`config.mk`:
```
export PLATFORM = sky130hd
export DESIGN_NAME = iomem_arbiter
export DESIGN_NICKNAME = d
export VERILOG_FILES = /design/src/rtl/iomem_arbiter.sv
export SDC_FILE = /design/constraint.sdc
export NUM_CORES = 1
export LEC_CHECK = 0
export CAP_MARGIN = 20
export CORE_ASPECT_RATIO = 1.25
export CORE_MARGIN = 10
export CORE_UTILIZATION = 40
export DETAILED_ROUTE_END_ITERATION = 12
export PLACE_DENSITY = 0.84
export SYNTH_ARGS = -nofsm -noshare
export SYNTH_HDL_FRONTEND = slang
export SYNTH_SLANG_ARGS = --single-unit
export TNS_END_PERCENT = 100
```
`constraint.sdc`:
```
create_clock -name clk -period 3.05 [get_ports clk]
set_clock_uncertainty 0.05 [all_clocks]
set_input_delay 0.305 -clock clk [delete_from_list [all_inputs] [get_ports clk]]
set_output_delay 0.305 -clock clk [all_outputs]
set_load 0.03 [all_outputs]
```
`src/rtl/iomem_arbiter.sv`:
```
// Two-master round-robin arbiter for the iomem peripheral bus, with a
// downstream wait watchdog that completes hung transfers with all-ones data.
module iomem_arbiter #(
    parameter int unsigned TIMEOUT = 255
) (
    input  logic        clk,
    input  logic        rst,
    input  logic        m0_valid,
    input  logic [31:0] m0_addr,
    input  logic [31:0] m0_wdata,
    input  logic [3:0]  m0_wstrb,
    output logic        m0_ready,
    output logic [31:0] m0_rdata,
    input  logic        m1_valid,
    input  logic [31:0] m1_addr,
    input  logic [31:0] m1_wdata,
    input  logic [3:0]  m1_wstrb,
    output logic        m1_ready,
    output logic [31:0] m1_rdata,
    output logic        s_valid,
    output logic [31:0] s_addr,
    output logic [31:0] s_wdata,
    output logic [3:0]  s_wstrb,
    input  logic        s_ready,
    input  logic [31:0] s_rdata,
    output logic        err,
    output logic        err_master,
    input  logic        err_clr
);
    localparam int unsigned CNT_W  = 16;
    localparam int unsigned DATA_W = 32;
    localparam int unsigned STRB_W = 4;

    typedef enum logic [1:0] {IDLE, GRANT0, GRANT1} state_t;

    state_t              state_q, state_d;
    logic                last_q, last_d;
    logic [CNT_W-1:0]    cnt_q, cnt_d;
    logic                s_valid_d;
    logic [DATA_W-1:0]   s_addr_d, s_wdata_d;
    logic [STRB_W-1:0]   s_wstrb_d;
    logic                err_d, err_master_d;
    logic                timeout;
    logic                done;
    logic [DATA_W-1:0]   resp_rdata;

    // Next-state, latch and response logic; ready/rdata are combinational from s_ready.
    always_comb begin
        state_d      = state_q;
        last_d       = last_q;
        cnt_d        = cnt_q;
        s_valid_d    = s_valid;
        s_addr_d     = s_addr;
        s_wdata_d    = s_wdata;
        s_wstrb_d    = s_wstrb;
        err_d        = err;
        err_master_d = err_master;
        m0_ready     = 1'b0;
        m1_ready     = 1'b0;
        m0_rdata     = '0;
        m1_rdata     = '0;
        timeout      = (cnt_q == CNT_W'(TIMEOUT - 1));
        done         = s_ready || timeout;
        resp_rdata   = s_ready ? s_rdata : '1;

        if (err_clr) begin
            err_d = 1'b0;
        end

        case (state_q)
            IDLE: begin
                // Contention goes to the master that did not win last time.
                if (m0_valid && (!m1_valid || last_q)) begin
                    state_d   = GRANT0;
                    last_d    = 1'b0;
                    cnt_d     = '0;
                    s_valid_d = 1'b1;
                    s_addr_d  = m0_addr;
                    s_wdata_d = m0_wdata;
                    s_wstrb_d = m0_wstrb;
                end else if (m1_valid) begin
                    state_d   = GRANT1;
                    last_d    = 1'b1;
                    cnt_d     = '0;
                    s_valid_d = 1'b1;
                    s_addr_d  = m1_addr;
                    s_wdata_d = m1_wdata;
                    s_wstrb_d = m1_wstrb;
                end
            end
            GRANT0, GRANT1: begin
                if (done) begin
                    if (state_q == GRANT0) begin
                        m0_ready = 1'b1;
                        m0_rdata = resp_rdata;
                    end else begin
                        m1_ready = 1'b1;
                        m1_rdata = resp_rdata;
                    end
                    state_d   = IDLE;
                    s_valid_d = 1'b0;
                    if (!s_ready) begin
                        err_d        = 1'b1;
                        err_master_d = (state_q == GRANT1);
                    end
                end else begin
                    cnt_d = cnt_q + CNT_W'(1);
                end
            end
            default: begin
                state_d   = IDLE;
                s_valid_d = 1'b0;
            end
        endcase
    end

    always_ff @(posedge clk) begin
        if (rst) begin
            state_q    <= IDLE;
            last_q     <= 1'b1;
            cnt_q      <= '0;
            s_valid    <= 1'b0;
            s_addr     <= '0;
            s_wdata    <= '0;
            s_wstrb    <= '0;
            err        <= 1'b0;
            err_master <= 1'b0;
        end else begin
            state_q    <= state_d;
            last_q     <= last_d;
            cnt_q      <= cnt_d;
            s_valid    <= s_valid_d;
            s_addr     <= s_addr_d;
            s_wdata    <= s_wdata_d;
            s_wstrb    <= s_wstrb_d;
            err        <= err_d;
            err_master <= err_master_d;
        end
    end
endmodule
```
Yosys cells after proc, flatten, opt, wreduce, memory -nomap -nowiden
Index checks and enable logic that the tools add are counted.
{ "totals": {"reg_bits": 90, "latchBits": 0, "ramBits": 0, "rom_bits": 0, "inputBits": 174, "out_inout_bits": 137, "elab_cells": 65, "n_memories": 0} }
{ "op_classes": {"n_addsub": 1, "multipliers": 0, "div_mod_pow": 0, "n_lt_le_gt_ge": 0, "eq_ne": 6, "shift": 0, "mux": 36, "n_bitwise": 1, "n_reduce_logical": 12} }
{ "op_table": {"columns": ["cell", "count"], "rows": [
  ["2-to-1 mux 32 bit", 11],
  ["2-to-1 mux 16 bit", 3],
  ["one-hot mux 16 bit (2 select lines)", 1],
  ["adder 16 x 1 -> 16 bit, second input constant", 1],
  ["equality test 16 x 8 -> 1 bit, second input constant", 1],
  ["2-to-1 mux 1 bit", 14],
  ["2-to-1 mux 4 bit", 2],
  ["2-to-1 mux 2 bit", 3],
  ["AND reduction 3 bit", 2],
  ["inequality test 2 bit, second input constant", 2],
  ["one-hot mux 2 bit (2 select lines)", 1],
  ["AND reduction 2 bit", 2],
  ["nonzero test 2 bit", 2],
  ["inequality test 3 bit, second input constant", 1],
  ["equality test 2 x 1 -> 1 bit, second input constant", 1],
  ["equality test 2 bit, second input constant", 1],
  ["zero test 2 bit", 1],
  ["logical OR 1 bit", 2],
  ["one-hot mux 1 bit (2 select lines)", 1],
  ["OR reduction 2 bit", 1],
  ["logical AND 1 bit", 1],
  ["zero test 1 bit", 1],
  ["inverter 1 bit", 1]
]} }

Logic depth before layout (Yosys ltp)
Gate-level depths: netlist of the first run.
{ "logic_depth": {"word_depth": 5, "mapped_depth": 9, "ltp_nobuf": 7} }

Worst setup path after synthesis of the first run
Ideal clock, no wire load.
{ "synth_path": {"path_type": "reg2out", "from": "register cnt_q[1]", "to": "output port m0_rdata[10]", "t_arrival_ns": 1.931, "path_slack_ns": 0.764, "stages_incl_launch_ff": 8, "n_path_buf": 2, "cell_sequence": "dfxtp_1 -> ha_1 -> nor4b_4 -> a41o_1 -> buf_6 -> nand3_1 -> buf_2 -> nor2_1"} }
{ "synth_between": {"elab_chain_len": 4} }
{ "synth_rtl": {"columns": ["element", "line", "text"], "rows": [
  ["start, declared", "38", "logic [CNT_W-1:0] cnt_q, cnt_d;"],
  ["start signal, assigned", "131", "cnt_q <= cnt_d;"],
  ["equality test 16 x 8 -> 1 bit", "62", "timeout = (cnt_q == CNT_W'(TIMEOUT - 1));"],
  ["logical OR 1 bit", "63", "done = s_ready || timeout;"],
  ["2-to-1 mux 32 bit", "92", "if (done) begin"],
  ["2-to-1 mux 32 bit", "70", "case (state_q)"],
  ["end, declared", "13", "output logic [31:0] m0_rdata,"]
]} }
No other way between the ends.

Final worst setup path of the first run
{ "layout_path": {"from": "register cnt_q[1]", "to": "output port m0_ready"} }
{ "layout_between": {"elab_chain_len": 4} }
{ "layout_rtl": {"columns": ["element", "line", "text"], "rows": [
  ["equality test 16 x 8 -> 1 bit", "62", null],
  ["logical OR 1 bit", "63", null],
  ["2-to-1 mux 1 bit", "92", null],
  ["2-to-1 mux 1 bit", "70", null],
  ["end, declared", "12", "output logic m0_ready,"]
]} }
No other way between the ends.

==> results by group, run 1 <==
Route
  – DRT Pass-1 Iters: 5
  – Initial DRC count: 230
  – Detail Route Antenna Nets: 0
  – DR vias: 5,521
  – WL/cell: 18.04 µm
  – Total wire length: 19.61 mm
  – DRC viols: 0
  – Via-to-Cell Ratio: 5.079

Logic synthesis
  – #FFs+latches synth: 90
  – Post-Syn Nets: 819
  – Ys flop type: dfxtp_1
  – Mapped Area: 0.004888 mm²
  – Register area share after synthesis: 36.86%
  – Synthesized instance count: 640
  – YS warnings: 0
  – Post-synthesis async set-or-reset flop share: 0%
  – Post-synth cell types: 54
  – Post-synth EDFFs: 0
  – Mapped Avg Cell Area: 7.638 µm²

Placed design
  – Gpl congestion: 0.9155
  – Place WS: 0.4819 ns
  – I/O Buffers: 310
  – HPWL Detailed: 15.42 mm

Setup path
  – CP max FO: 9
  – CP Cell Sequence: ha_1 > nor4b_4 > a41o_1 > buf_4 > and2_1 > clkdlybuf4s50_1
  – Setup CP Type: flip-flop to output port
  – Startpoint types: flip-flop
  – Peak per-stage delay on the critical path: 0.69 ns
  – Worst EP required: 2.69 ns
  – R2R setup slack: 0.73 ns
  – Top delay family on crit path: buffers and inverters
  – Worst endpoint data arrival time: 2.54 ns
  – Critical path buffers and inverters: 2
  – Crit path max-delay cell type: clkdlybuf4s50_1
  – Crit end category: output port

Global routing
  – Number of global-route vias before repair: 5,324
  – First-pass GRT wire length: 29.47 mm
  – Antenna violations before repair: 1
  – Met1 GRT Util: 22.41%
  – Most Crowded Layer GR: met2
  – Largest net degree at the start of global routing: 137
  – M2 GR Usage: 37.60%
  – Gr ovfl total: 0
  – Tot GR Track Use: 21.51%
  – Routing usage on met3: 10.79%

CTS
  – Clk buf depth: 2
  – Clk slew on worst S/H paths: 0.06 ns
  – Number of post-CTS setup repair buffers: 0
  – Clock root cell: clkbuf_16
  – TritonCTS clock tree: yes
  – Clk sinks: 90
  – CTS Buf Count: 9
  – Clk Latency, worst-skew pair: 0.34 ns
  – Htree depth: 3

STA
  – Fin worst setup slack: 0.1598 ns
  – F_max: 346.0 MHz
  – Setup violators final: 0
  – Tcrit/Tclk final: 94.76%
  – Slew @ Worst Pin: 0.7542 ns
  – Setup TNS: 0 ns
  – WHS: 0.4283 ns
  – Pins Over Slew Limit: 0
  – Max-slew headroom: 49.72%
  – Final hold vios: 0
  – Final Critical Period: 2.890 ns
  – RSZ-0062 raised after global routing: false

Status
  – Status: finished, final reports clean

Power and ir drop
  – VDD IR max: 309.2 µV
  – Pwr dens: 495.8 mW/mm²
  – Lkg Pwr: 3.266 nW
  – Pwr Total: 0.004055 W

Die
  – Area of the core: 0.01205 mm²
  – Die area: 0.01707 mm²
  – FP Rows: 45
  – Num ports: 311
  – Initial Util: 40.57%
  – Die height: 143.6 µm
  – Die width: 118.9 µm

Min path
  – Worst min-delay path category: input pin to flip-flop

Final layout
  – Area growth from synthesis to layout: 67.31%
  – Share of cells above drive strength 1: 14.97%
  – Final #Nets: 1,096

Flow run
  – Max Cap Viol: 0
[worst paths after layout]
path,start,to,cells past startpoint
max,cnt_q[1],m0_ready,6
max reg2reg,cnt_q[0],cnt_q[8],8
min reg2reg,state_q[0],state_q[0],2
min,rst,err,2
[per-layer routing]
metal  up-vias  part of all wire (%)
li1       2761                     -
met1      2481                    37
met2       257                    50
met3        22                    11
met4         0                   1.7
met5         -                     0
[cell type report]
cell class,instances,area (µm²)
Fill cell,1042,3870
Sequential cell,90,1802
Clock buffer,13,270.3
Timing Repair Buffer,319,3032
Multi-Input combinational cell,486,2804
Clock inverter,3,22.52
Antenna cell,1,2.502
Inverter,11,41.29
Tap cell,164,205.2
[registers in the layout (all words and copies together) (netlist names)]
signal	flops
s_wdata	32
cnt_q	16
err	1
last_q	1
err_master	1
s_wstrb	4
s_addr	32
state_q	2
s_valid	1
[cell usage after synthesis (all sizes together) (2+ instances only)]
| library cell | count | area [µm²] |
|---|---|---|
| a211oi | 5 | 50.05 |
| a21o | 4 | 30.03 |
| a21oi | 16 | 87.59 |
| a311oi | 68 | 595.6 |
| a31oi | 7 | 43.79 |
| a41oi | 3 | 45.05 |
| and3 | 5 | 33.78 |
| and4 | 3 | 28.78 |
| and4b | 2 | 20.02 |
| buf | 20 | 138.9 |
| clkbuf | 33 | 127.6 |
| dfxtp | 90 | 1802 |
| ha | 5 | 62.56 |
| inv | 11 | 41.29 |
| nand2 | 149 | 561.8 |
| nand3 | 7 | 35.03 |
| nand4 | 4 | 25.02 |
| nor2 | 146 | 720.7 |
| nor2b | 33 | 206.5 |
| nor3 | 2 | 15.01 |
| nor4 | 3 | 18.77 |
| nor4b | 2 | 32.53 |
| o21ai | 8 | 40.04 |
[where the power goes]
group / internal [W] / switching [W] / total (W)
clock network: 0.000622 / 0.000464 / 0.00109
logic: 0.000672 / 0.000908 / 0.00158
registers: 0.00132 / 0.0000738 / 0.00139
total: 0.00261 / 0.00145 / 0.00405
[layout by cell type (no fill, tap or decap), types with 4 or more instances in the layout]
| cell type | n |
|---|---|
| a211oi_1 | 4 |
| a21o_1 | 4 |
| a21oi_1 | 14 |
| a311oi_1 | 68 |
| a31oi_1 | 7 |
| buf_4 | 71 |
| clkbuf_16 | 9 |
| clkdlybuf4s50_1 | 244 |
| dfxtp_1 | 90 |
| ha_1 | 5 |
| inv_1 | 9 |
| nand2_1 | 148 |
| nand3_1 | 6 |
| nand4_1 | 4 |
| nor2_1 | 117 |
| nor2_2 | 9 |
| nor2_4 | 20 |
| nor2b_1 | 33 |
| o21ai_0 | 4 |
[stage by stage]
stage | area (µm²) | utilization, % | instances
floorplan | 4888 | - | 640
global placement | 7875 | 65.36 | 1070
detailed placement | 7875 | 65.36 | 1070
CTS | 8168 | 67.79 | 1086
global route | 8179 | 67.88 | 1087
finish | 8179 | 67.88 | 1087
[cell families (layout without fill, tap and decap cells)]
| logic type | after synthesis | after routing | share of synthesized area (%) |
|---|---|---|---|
| AOI/OAI and AO/OA | 117 | 117 | 19.53 |
| xor gates and xnor gates | 1 | 1 | 0.1792 |
| adders and majority gates | 5 | 5 | 1.280 |
| buffers and inverters | 64 | 346 | 6.297 |
| DFF | 90 | 90 | 36.86 |
| muxes | 1 | 1 | 0.2048 |
| other | 0 | 1 | 0 |
| and+or+nand+nor | 362 | 362 | 35.65 |
[worst register-to-register path, cell delays in order (launching register included)]
cell and delay (ns):
dfxtp_1 0.42, inv_1 0.10, ha_1 0.22, nor4b_4 0.14, a41o_1 0.26, buf_4 0.18, a21oi_2 0.45, a41oi_1 0.19
a211oi_1 0.23
[repair_timing]
item                                    4_1_cts  5_1_grt
hold buffers                                  0        0
endpoints found under the hold margin         0        0
endpoints found under the setup margin        0       55
resized for setup                             0        2
(Power assumes the default switching activity.)
==> run 2: changes to the inputs <==
--- a/config.mk
+++ b/config.mk
@@ -11,6 +11,7 @@
 export CORE_UTILIZATION = 40
 export DETAILED_ROUTE_END_ITERATION = 12
 export PLACE_DENSITY = 0.84
+export SKIP_LAST_GASP = 1
 export SYNTH_ARGS = -nofsm -noshare
 export SYNTH_HDL_FRONTEND = slang
 export SYNTH_SLANG_ARGS = --single-unit
==> results of run 2 <==
No change in the layout: final DEF, timing and power equal those of run 1.
